[src/rtl/ascon_perm_round_ctrl.sv]
// Ascon permutation round controller: holds the 320-bit state and
// steps it through an external round datapath, one pass per clock.
// Ports:
//   clk, rst          clock, synchronous active-high reset
//   in_valid/in_ready/in_state/in_mode   job input handshake
//   out_valid/out_ready/out_state        result handshake
//   rnd_en/rnd_state_o/rnd_state_i/rc0/rc1   round datapath link
//   busy              job in flight (RUN or DONE)
//   perf_cycles       RUN-cycle counter, only with ASCON_PERM_CYCLE_CNT_EN
module ascon_perm_round_ctrl #(
  parameter int UNROLL = 1,
  parameter int RC_W   = 8
) (
  input  logic            clk,
  input  logic            rst,
  input  logic            in_valid,
  output logic            in_ready,
  input  logic [319:0]    in_state,
  input  logic [1:0]      in_mode,
  output logic            out_valid,
  input  logic            out_ready,
  output logic [319:0]    out_state,
  output logic            rnd_en,
  output logic [319:0]    rnd_state_o,
  input  logic [319:0]    rnd_state_i,
  output logic [RC_W-1:0] rc0,
  output logic [RC_W-1:0] rc1,
`ifdef ASCON_PERM_CYCLE_CNT_EN
  output logic [15:0]     perf_cycles,
`endif
  output logic            busy
);

  typedef enum logic [1:0] {
    IDLE,
    RUN,
    DONE
  } st_t;

  localparam logic [3:0] STEP = 4'(UNROLL);
  localparam logic [3:0] LAST = 4'(12 - UNROLL);

  st_t          st;
  logic [319:0] state_reg;
  logic [3:0]   ridx;
  logic [3:0]   start_idx;

  // Shorter permutations run the tail of the 12-round schedule.
  always_comb begin
    start_idx = 4'd0;
    unique case (1'b1)
      (in_mode == 2'b01): start_idx = 4'd4;
      (in_mode == 2'b10): start_idx = 4'd6;
      default:            start_idx = 4'd0;
    endcase
  end

  always_ff @(posedge clk) begin
    if (rst) begin
      st        <= IDLE;
      state_reg <= '0;
      ridx      <= '0;
      in_ready  <= 1'b1;
      out_valid <= 1'b0;
      rnd_en    <= 1'b0;
      busy      <= 1'b0;
    end else begin
      unique case (st)
        IDLE: begin
          if (in_valid) begin
            state_reg <= in_state;
            ridx      <= start_idx;
            st        <= RUN;
            in_ready  <= 1'b0;
            rnd_en    <= 1'b1;
            busy      <= 1'b1;
          end
        end
        RUN: begin
          state_reg <= rnd_state_i;
          ridx      <= ridx + STEP;
          if (ridx == LAST) begin
            st        <= DONE;
            rnd_en    <= 1'b0;
            out_valid <= 1'b1;
          end
        end
        DONE: begin
          if (out_ready) begin
            st        <= IDLE;
            out_valid <= 1'b0;
            in_ready  <= 1'b1;
            busy      <= 1'b0;
          end
        end
        default: begin
          st        <= IDLE;
          out_valid <= 1'b0;
          in_ready  <= 1'b1;
          rnd_en    <= 1'b0;
          busy      <= 1'b0;
        end
      endcase
    end
  end

`ifdef ASCON_PERM_CYCLE_CNT_EN
  always_ff @(posedge clk) begin
    if (rst)
      perf_cycles <= '0;
    else if (st == RUN && perf_cycles != 16'hFFFF)
      perf_cycles <= perf_cycles + 16'd1;
  end
`endif

  // Datapath inputs are zeroed outside RUN so it sees no toggling.
  assign rnd_state_o = rnd_en ? state_reg : '0;
  assign out_state   = out_valid ? state_reg : '0;
  assign rc0 = rnd_en ? {4'hF - ridx, ridx} : '0;

  generate
    if (UNROLL == 2) begin : g_pair
      logic [3:0] ridx1;
      assign ridx1 = ridx + 4'd1;
      assign rc1 = rnd_en ? {4'hF - ridx1, ridx1} : '0;
    end else begin : g_single
      assign rc1 = '0;
    end
  endgenerate

endmodule
[config.mk]
export PLATFORM = sky130hd
export DESIGN_NAME = ascon_perm_round_ctrl
export DESIGN_NICKNAME = d
export VERILOG_FILES = /design/src/rtl/ascon_perm_round_ctrl.sv
export SDC_FILE = /design/constraint.sdc
export NUM_CORES = 1
export LEC_CHECK = 0
export BUFFER_PORTS_ARGS = -buffer_cell sky130_fd_sc_hd__buf_2
export CORE_AREA = 2 2 502 504
export DETAILED_ROUTE_END_ITERATION = 7
export DIE_AREA = 0 0 504 506
export SLEW_MARGIN = 25
export SYNTH_ARGS = -nofsm -noshare
export SYNTH_HDL_FRONTEND = slang
export SYNTH_SLANG_ARGS = --single-unit
[constraint.sdc]
create_clock -name clk -period 1.9 [get_ports clk]
set_input_delay 0.095 -clock clk [delete_from_list [all_inputs] [get_ports clk]]
set_output_delay 0.095 -clock clk [all_outputs]
set_load 0.05 [all_outputs]
==> impl_metrics.toml <==
[run_status]
status = "finished, violations left"
violations = "setup timing"

[synth]
synth_edf_count = 0
async_flop_share = 0
ys_warn_count = 0
synth-seq-cells = 330
yosysSeqAreaShare = 0.312
syn-instance-count = 2839
avgSynthCellArea_um2 = 7.45
yosys_most_used_dff = "dfxtp_1"
syn_area_mm2 = 0.0211
yosysUniqueCellTypes = 30

[pwr]
leakage_nw = 19.9
p_total_mw = 26.1
ir_drop_mv = 0.630
power_density_mw_per_mm2 = 561

[grt]
grt_start_max_net_pins = 87
grtUsageTotal = 0.160
grt_pass1_vias = 28590
overflow = 0
antenna_found_initial = 184
grt_pass1_wl_um = 275000

[job]
drv_cap = 0

[timing]
slew_headroom = 0.573
final.period_utilization = 1.14
finalWorstSetupSlack_ps = -263
rsz0062_at_grt = "yes"
worst_pin_slew_ps = 640
period_minus_slack_ps = 2160
finalSetupViolations = 642
report.final.hold_viol_count = 0
fin_tns_setup_ps = -87350
finalClockSkew_ps = 22.2
drv_slew = 0
max_freq_mhz = 462

[setup_path]
critPathKind = "flip-flop to output pin"
crit_path_start_kind = "flip-flop"
cp_max_fo = 11
worstPathArrival_ps = 2070
endpoint_kind = "output pin"
required_ps = 1800

[layout]
drive_above_1_share = 0.354
fillCellCount = 27705
final_common_cell = "buf_2"
largest_register_ffs = 320
layout-area-overhead-vs-synth_pct = 120
postLayoutCellArea_mm2 = 0.0466
mostFrequentLayoutCells = "823 x buf_2, 639 x dlygate4sd3_1, 509 x and2_1"
nNetsFinal = 5356

[die]
die_y_um = 506
start_util = 0.0846
core_area_mm2 = 0.250
dieArea_mm2 = 0.255
die_x_um = 504
io_pins = 1306
row_count = 184

[drt]
drt_first_pass_iters = 7
drtAntennaViolNets = 0
initialDrtViolationCount = 2775
wl_um = 219000
num_vias = 29611
drc = 0
wire_per_inst_um = 26.8
via_per_inst = 3.62

[clock_network]
cts_max_level = 2
numCtsBuffers = 48
cts_buffer_depth = 3
clkSlewWorstSetupHoldPaths_ps = 60
clkSinkCount = 330
cts_tree = "done"
root_buffer = "clkbuf_16"
clk_latency_ps = 670

[placement]
portBuffers = 1297
hpwlAfterDp_um = 174000
routabilityCongestion = 0.952
placed_area_mm2 = 0.0354

[min_path]
min_path_type = "input pin to flip-flop"
[through the flow]
stage	setup slack [ps]	std cells	hold WS, ps	util
floorplan	37.4	2846	267	-
global placement	25.1	7319	435	0.142
detailed placement	94.9	7319	445	0.142
CTS	-344	8073	20.6	0.180
global route	-298	8123	29.4	0.186
finish	-263	8173	20.0	0.186
[path summary, 6_finish.rpt]
check                                                   end                        start  slack, ps  depth (start not counted)
worst max register to register           st[0]$_SDFFE_PP0P_           st[0]$_SDFFE_PP0P_        140                          5
worst max-delay path                         out_state[201]       out_valid$_SDFFE_PP0P_       -260                          4
worst min register to register  state_reg[114]$_SDFFE_PP0P_  state_reg[114]$_SDFFE_PP0P_        500                          2
worst min-delay path             state_reg[97]$_SDFFE_PP0P_                 in_state[97]         20                          4
[routing by layer]
| layer | vias up | GRT usage | part of all wire |
|---|---|---|---|
| met5 | - | 0 | 0.0036 |
| met4 | 110 | 0.0827 | 0.064 |
| met3 | 516 | 0.0777 | 0.12 |
| met2 | 1914 | 0.251 | 0.44 |
| met1 | 13852 | 0.178 | 0.37 |
| li1 | 13219 | - | - |
[cells in the mapped netlist (15+ instances only)]
library cell    n  area [um2]
buf_2          61         305
and2_1        644        4030
mux2i_1        37         370
a211oi_1       37         278
or3b_1        286        2500
dfxtp_1       330        6610
nor3_1        287        1440
nor2_1        325        1220
nand2b_1      259        1620
a21oi_1       290        1450
or2b_1         27         203
buf_1          15        56.3
clkbuf_1      197         739
[critical path, cell delays in order (launching register included)]
cell and delay [ps]:
dfxtp_4 460, buf_12 200, buf_6 180, and2_1 260, clkbuf_4 280
[cells by family (layout without fill, tap and decap cells)]
family	Yosys count	in the layout	synth area share
mux	37	37	0.0175
fa+ha+maj	2	2	0.00118
buf+inv	292	2191	0.0597
compound gates	333	333	0.0838
simple gates	1844	1844	0.525
other cells	1	88	0.000177
flops	330	330	0.312
[report_power, final]
| part | leakage, nW | switching (mW) | internal [mW] | total, mW |
|---|---|---|---|---|
| sequential | 2.76 | 0.755 | 7.57 | 8.33 |
| combinational | 16.3 | 4.48 | 3.81 | 8.29 |
| clock | 0.775 | 4.10 | 5.39 | 9.49 |
| total | 19.9 | 9.34 | 16.8 | 26.1 |
[repair_timing]
| action | CTS | global route |
|---|---|---|
| setup buffers | 13 | 5 |
| gates cloned | 15 | 17 |
| endpoints found under the setup margin | 626 | 646 |
| pin swaps | 1 | 2 |
| hold buffers | 639 | 0 |
| hold endpoints to repair | 327 | 0 |
| resized for setup | 357 | 386 |
[area by class of cell]
cell class | instances | area (um2) | area share
diodes | 80 | 200 | 0.00430
flip-flops and latches | 330 | 6620 | 0.142
clock inverters | 22 | 235 | 0.00505
clock buffers | 65 | 1350 | 0.0289
inverters | 1 | 3.75 | 0.0000806
multi-input cells | 2224 | 13600 | 0.293
repair buffers | 2103 | 20300 | 0.437
well taps | 3348 | 4190 | 0.0899
No activity file was read; power rests on OpenSTA's default activity.
